$ cat src/rtl/cache_refill.sv
// cache_refill: single-outstanding read path that looks up the cache, reads a hit from cache RAM,
// or fetches a miss from main memory and refills one word. Optional stats: CACHE_REFILL_STAT_EN.
`default_nettype none

module cache_refill (
  input  logic        i_clk,
  input  logic        i_nreset,
  input  logic        i_req,
  input  logic [29:0] i_addr,
  output logic        o_ready,
  output logic        o_valid,
  output logic [31:0] o_rdata,
  output logic        o_en,
  output logic        o_change_block,
  output logic        o_ready_wr,
  input  logic        i_miss_cache,
  input  logic [7:0]  i_cache_addr,
  output logic        o_cram_re,
  output logic        o_cram_we,
  output logic [7:0]  o_cram_addr,
  output logic [31:0] o_cram_wdata,
  input  logic [31:0] i_cram_rdata,
  output logic        o_mem_req,
  output logic [29:0] o_mem_addr,
`ifdef CACHE_REFILL_STAT_EN
  output logic [15:0] o_hit_cnt,
  output logic [15:0] o_miss_cnt,
`endif
  input  logic        i_mem_ack,
  input  logic [31:0] i_mem_rdata
);

  localparam logic [2:0] ST_IDLE    = 3'd0;
  localparam logic [2:0] ST_LOOKUP  = 3'd1;
  localparam logic [2:0] ST_HIT_RD  = 3'd2;
  localparam logic [2:0] ST_MEM_REQ = 3'd3;
  localparam logic [2:0] ST_FILL    = 3'd4;
  localparam logic [2:0] ST_RESP    = 3'd5;

  logic [2:0]  state_q, state_d;
  logic [29:0] addr_q, addr_d;
  logic [7:0]  caddr_q, caddr_d;
  logic [31:0] data_q, data_d;
  logic [31:0] rdata_q, rdata_d;

  assign o_rdata = rdata_q;

  always_comb begin
    state_d        = state_q;
    addr_d         = addr_q;
    caddr_d        = caddr_q;
    data_d         = data_q;
    rdata_d        = rdata_q;
    o_ready        = 1'b0;
    o_valid        = 1'b0;
    o_en           = 1'b0;
    o_change_block = 1'b0;
    o_ready_wr     = 1'b0;
    o_cram_re      = 1'b0;
    o_cram_we      = 1'b0;
    o_cram_addr    = 8'd0;
    o_cram_wdata   = 32'd0;
    o_mem_req      = 1'b0;
    o_mem_addr     = 30'd0;
    case (state_q)
      ST_IDLE: begin
        o_ready = 1'b1;
        if (i_req) begin
          addr_d  = i_addr;
          state_d = ST_LOOKUP;
        end
      end
      ST_LOOKUP: begin
        o_en           = 1'b1;
        o_change_block = 1'b1;
        if (i_miss_cache) begin
          caddr_d = i_cache_addr;
          state_d = ST_MEM_REQ;
        end else begin
          o_cram_re   = 1'b1;
          o_cram_addr = i_cache_addr;
          state_d     = ST_HIT_RD;
        end
      end
      ST_HIT_RD: begin
        rdata_d = i_cram_rdata;
        state_d = ST_RESP;
      end
      ST_MEM_REQ: begin
        // Address held from addr_q so it stays stable for the whole wait.
        o_mem_req  = 1'b1;
        o_mem_addr = addr_q;
        if (i_mem_ack) begin
          data_d  = i_mem_rdata;
          rdata_d = i_mem_rdata;
          state_d = ST_FILL;
        end
      end
      ST_FILL: begin
        o_cram_we    = 1'b1;
        o_cram_addr  = caddr_q;
        o_cram_wdata = data_q;
        o_ready_wr   = 1'b1;
        state_d      = ST_RESP;
      end
      ST_RESP: begin
        o_valid = 1'b1;
        state_d = ST_IDLE;
      end
      default: state_d = ST_IDLE;
    endcase
  end

  always_ff @(posedge i_clk) begin
    if (!i_nreset) begin
      state_q <= ST_IDLE;
      addr_q  <= 30'd0;
      caddr_q <= 8'd0;
      data_q  <= 32'd0;
      rdata_q <= 32'd0;
    end else begin
      state_q <= state_d;
      addr_q  <= addr_d;
      caddr_q <= caddr_d;
      data_q  <= data_d;
      rdata_q <= rdata_d;
    end
  end

`ifdef CACHE_REFILL_STAT_EN
  logic [15:0] hit_cnt_q, hit_cnt_d;
  logic [15:0] miss_cnt_q, miss_cnt_d;

  assign o_hit_cnt  = hit_cnt_q;
  assign o_miss_cnt = miss_cnt_q;

  // Saturating event counters sampled on the single lookup cycle.
  always_comb begin
    hit_cnt_d  = hit_cnt_q;
    miss_cnt_d = miss_cnt_q;
    if (state_q == ST_LOOKUP) begin
      if (i_miss_cache) begin
        if (miss_cnt_q != 16'hFFFF) miss_cnt_d = miss_cnt_q + 16'd1;
      end else begin
        if (hit_cnt_q != 16'hFFFF) hit_cnt_d = hit_cnt_q + 16'd1;
      end
    end
  end

  always_ff @(posedge i_clk) begin
    if (!i_nreset) begin
      hit_cnt_q  <= 16'd0;
      miss_cnt_q <= 16'd0;
    end else begin
      hit_cnt_q  <= hit_cnt_d;
      miss_cnt_q <= miss_cnt_d;
    end
  end
`endif

endmodule

`default_nettype wire

$ cat config.mk
export PLATFORM = sky130hd
export DESIGN_NAME = cache_refill
export DESIGN_NICKNAME = d
export VERILOG_FILES = /design/src/rtl/cache_refill.sv
export SDC_FILE = /design/constraint.sdc
export NUM_CORES = 1
export LEC_CHECK = 0
export ABC_AREA = 1
export ABC_CLOCK_PERIOD_IN_PS = 2200
export CAP_MARGIN = 10
export CELL_PAD_IN_SITES_DETAIL_PLACEMENT = 0
export CELL_PAD_IN_SITES_GLOBAL_PLACEMENT = 1
export CORE_ASPECT_RATIO = 0.75
export CORE_UTILIZATION = 45
export DETAILED_ROUTE_END_ITERATION = 7
export DONT_BUFFER_PORTS = 1
export PLACE_DENSITY_LB_ADDON = 0.2
export SYNTH_ARGS = -nofsm -noshare
export SYNTH_HDL_FRONTEND = slang
export SYNTH_SLANG_ARGS = --single-unit
$ cat constraint.sdc
create_clock -name i_clk -period 2.2 [get_ports i_clk]
set_input_delay 0.44 -clock i_clk [delete_from_list [all_inputs] [get_ports i_clk]]
set_output_delay 0.44 -clock i_clk [all_outputs]
set_load 0.05 [all_outputs]
; ---- Word-level counts from Yosys, hierarchy flattened
; Index checks and enable logic that the tools add are counted.
[op_classes]
eq_ne = 7
muxes = 17
n_reduce_logical = 8
[ops]
columns = op, count
row1 = two-way mux 32 bit, 2
row2 = case mux 32 bit (2 select lines), 1
row3 = two-way mux 30 bit, 1
row4 = case mux 8 bit (2 select lines), 1
row5 = case mux 3 bit (4 select lines), 1
row6 = AND reduction 2 bit, 5
row7 = two-way mux 1 bit, 8
row8 = two-way mux 8 bit, 1
row9 = == test 3 x 2 -> 1 bit (second input constant), 2
row10 = == test 3 bit (second input constant), 2
row11 = two-way mux 3 bit, 2
row12 = != test 2 bit (second input constant), 2
row13 = == test 3 x 1 -> 1 bit (second input constant), 1
row14 = zero test 3 bit, 1
row15 = nonzero test 2 bit, 1
row16 = OR reduction 2 bit, 1
[word_totals]
register_bits = 105
output_inout_bits = 110
input_bits = 107

; ---- Depth between registers and ports, before layout
[depth]
depth_word = 3
ltp_mapped = 8
depth_no_buf = 7

; ---- Worst setup path after synthesis
; No wires, ideal clock.
[synth_timing]
kind = flip-flop to output port
start = reg state_q[0]
end = out o_cram_addr[0]
required_ns = 1.760
t_arrival_ns = 2.401
path_stages_with_launch = 7
slack_ns = -0.641
n_path_buf = 0
cell_sequence = dfxtp_1 inv_2 nor2_4 nand2_1 inv_1 nand2_1 o21ai_0
[synth_between]
elab_chain_cells = 2
word_cells_on_any_way = 3
cone_classes = eq/ne: 2 / mux: 1
[synth_rtl]
columns = element, line_no
row1 = "start, declared", 40  ; logic [2:0] state_q, state_d;
row2 = "start signal, assigned", 122  ; state_q <= state_d;
row3 = == test 3 bit or == test 3 x 1 -> 1 bit (tied branches), 65  ; case (state_q)
row4 = case mux 8 bit (2 select lines) (*), 65
row5 = "end, declared", 20  ; output logic [7:0] o_cram_addr,
; Every way passes the cells marked *; elsewhere a longest branch is shown, timed or not.

; ---- Worst setup path after layout
[layout_timing]
start = reg state_q[0]
end = out o_cram_addr[5]
; Same word-level chain as after synthesis.

==> impl_metrics.tcl <==
set metrics [dict create \
    p_int_uw 3300 \
    grt_max_degree 65 \
    clockPowerShare 0.335 \
    maxSlewHeadroom 0.574 \
    pre_cts_ws_ps 206 \
    fin_crit_sh 0.951 \
    arrival_ps 1650 \
    setup_ws_ps 108 \
    ios 217 \
    crit_chain "inv_2, nor2_4, nand2_2, clkinvlp_4, nand2_8, o21ai_4" \
    htree_levels 3 \
    switching_share 0.330 \
    synth_xor_area_frac 0 \
    drt_iter0_drc 196 \
    critPathLaunchType "register" \
    synthAdderAreaFrac 0 \
    wl_per_cell_um 13.4 \
    start_util 0.465 \
    finalSetupViolations 0 \
    slew_viol_final 0 \
    postSynthNetCount 857 \
    clk_pin_slew_ps 70 \
    fin_nets 898 \
    synth_cells 750 \
    status "complete, no violations" \
    rsz0062_at_grt "false" \
    num_rows 32 \
    final_core_util 0.558 \
    synth_compound_area_frac 0.112 \
    io_buffers 0 \
    worst_pin_slew_ps 639 \
    synth-seq-area-share 0.438 \
    final_cell_mix "nand2_1 (191), nor2_1 (177), dfxtp_1 (103)" \
    grt_pass1_vias 4117 \
    worst_path_max_delay_cell "dfxtp_4" \
    coreArea_sq_um 10300 \
    yosys_warnings 0 \
    pwr-share-seq 0.494 \
    die_w_um 121 \
    min_period_ps 2090 \
    holdBufCountCts 0 \
    root_buffer "clkbuf_16" \
    p_leak_uw 0.00266 \
    antenna_found_initial 0 \
    hpwl_um 8870 \
    grt_pass1_wl_um 19400 \
    hold_slack_ps 226 \
    antenna_cells 0 \
    antenna_left 0 \
    cp_max_fo 9 \
    cts_sinks 105 \
    area_growth_pct 20.0 \
    min_path_type "in2reg" \
    avgSynthCellArea_sq_um 6.40 \
    endpoint_kind "output pin" \
    synth.largest_area_cell "dfxtp_1" \
    dieArea_sq_um 11100 \
    synth_top_family_by_area "simple AND/OR/NAND/NOR gates" \
    yosys-mux-area-fraction 0 \
    max_clock_freq_mhz 478 \
    fp.dieH_um 91.5 \
    synth_top_area_share 0.438 \
    numCtsBuffers 9 \
    maxCapViolCount 0 \
    routed-via-count 4515 \
    vdd_ir_drop_max_uv 412 \
    ys_seq_elements 105 \
    cts_tree "done" \
    insertion_delay_ps 340 \
    grt_overflow 0 \
    crit_required_ps 1760 \
    yosysUniqueCellTypes 20 \
    layout-drive-gt1-share 0.144 \
    drc_errors 0 \
    fin_cells 932 \
    dp.cells 916 \
    vias_per_cell 4.84 \
    cts_buffer_depth 2 \
    finalClockSkew_ps 6.88 \
    worstSetupPathType "reg2out" \
    power_density_nw_per_um2 854 \
    netlist_area_sq_um 4800 \
    yosys-top-cells-area "dfxtp_1 (44%), nand2_1 (15%), nor2_1 (14%)" \
    yosys.area_share.simple 0.337 \
    place.gp.congestion 0.767 \
    p_comb_frac 0.172 \
    power.net_switching_uw 1620 \
    wl_um 12500 \
    layout_commonest_cell "nand2_1" \
    hold_viol 0 \
    max_stage_delay_ps 370 \
    firstDrtPassIters 5 \
    grt_usage 0.223 \
]
-- through the flow --
stage | area (sq um) | setup TNS [ps] | power [uW]
floorplan | 4900 | 0 | 3160
global placement | 5430 | 0 | 3280
detailed placement | 5430 | 0 | 3300
CTS | 5740 | -6.20 | 4950
global route | 5760 | 0 | 5150
finish | 5760 | 0 | 4920
-- worst max-delay path, delay by kind of cell (launching register included) --
family / cells / cell delay [ps]
buffers and inverters: 2 / 210
AND/OR/NAND/NOR: 3 / 350
flip-flops: 1 / 370
AO/OA/AOI/OAI: 1 / 370
-- cells by family after synthesis --
group	count (synthesis)
buffers and inverters	131
AND/OR/NAND/NOR	408
flip-flops	105
AO/OA/AOI/OAI	106
-- sequential cells by signal, indices dropped and copies added (netlist names) --
name	cells
addr_q	30
caddr_q	8
data_q	32
o_rdata	32
state_q	3
-- power groups by stage --
stage	registers, uW	logic [uW]	clock network [uW]
CTS	2430	838	1690
finish	2430	844	1650
floorplan	2440	719	0
global route	2450	946	1760
global placement	2460	812	0
detailed placement	2470	831	0
-- cell type report --
cell class | count | area (sq um)
clock inverters | 2 | 35.0
multi-input cells | 514 | 2270
clock buffers | 14 | 274
fillers | 1026 | 4570
inverters | 85 | 323
repair buffers | 76 | 583
well taps | 136 | 170
flip-flops and latches | 105 | 2110
-- routing by layer --
metal / GRT usage / part of all wire / vias to the layer above
met4: 0.0730 / 0.011 / 0
met1: 0.261 / 0.44 / 2007
met3: 0.0810 / 0.082 / 12
met5: 0 / 0 / -
li1: - / - / 2353
met2: 0.376 / 0.47 / 143
-- Yosys cell counts --
master    count
nand2_1     193
nor2_1      177
dfxtp_1     105
inv_1        79
o21ai_0      38
o21ai_1      35
a21oi_1      31
nand3_1      31
buf_2        29
clkbuf_1     13
inv_2         5
buf_4         4
nand2_4       2
nor2_4        2
a21oi_2       1
clkinv_1      1
nand2_2       1
nor2_8        1
nor3_1        1
o211ai_1      1
-- repair_timing --
item,CTS,global route
gates resized for setup,2,5
pin swaps,2,3
endpoints found under the setup margin,39,71
cloned,0,0
buffers inserted,0,0
-- final timing paths --
path / cells past startpoint / slack, ps / end / start
max: 6 / 110 / o_cram_addr[5] / state_q[0]
max reg2reg: 6 / 450 / data_q[0] / state_q[2]
min: 2 / 230 / caddr_q[1] / i_nreset
min reg2reg: 2 / 460 / addr_q[27] / addr_q[27]
Power figures use the tool's default switching activity.
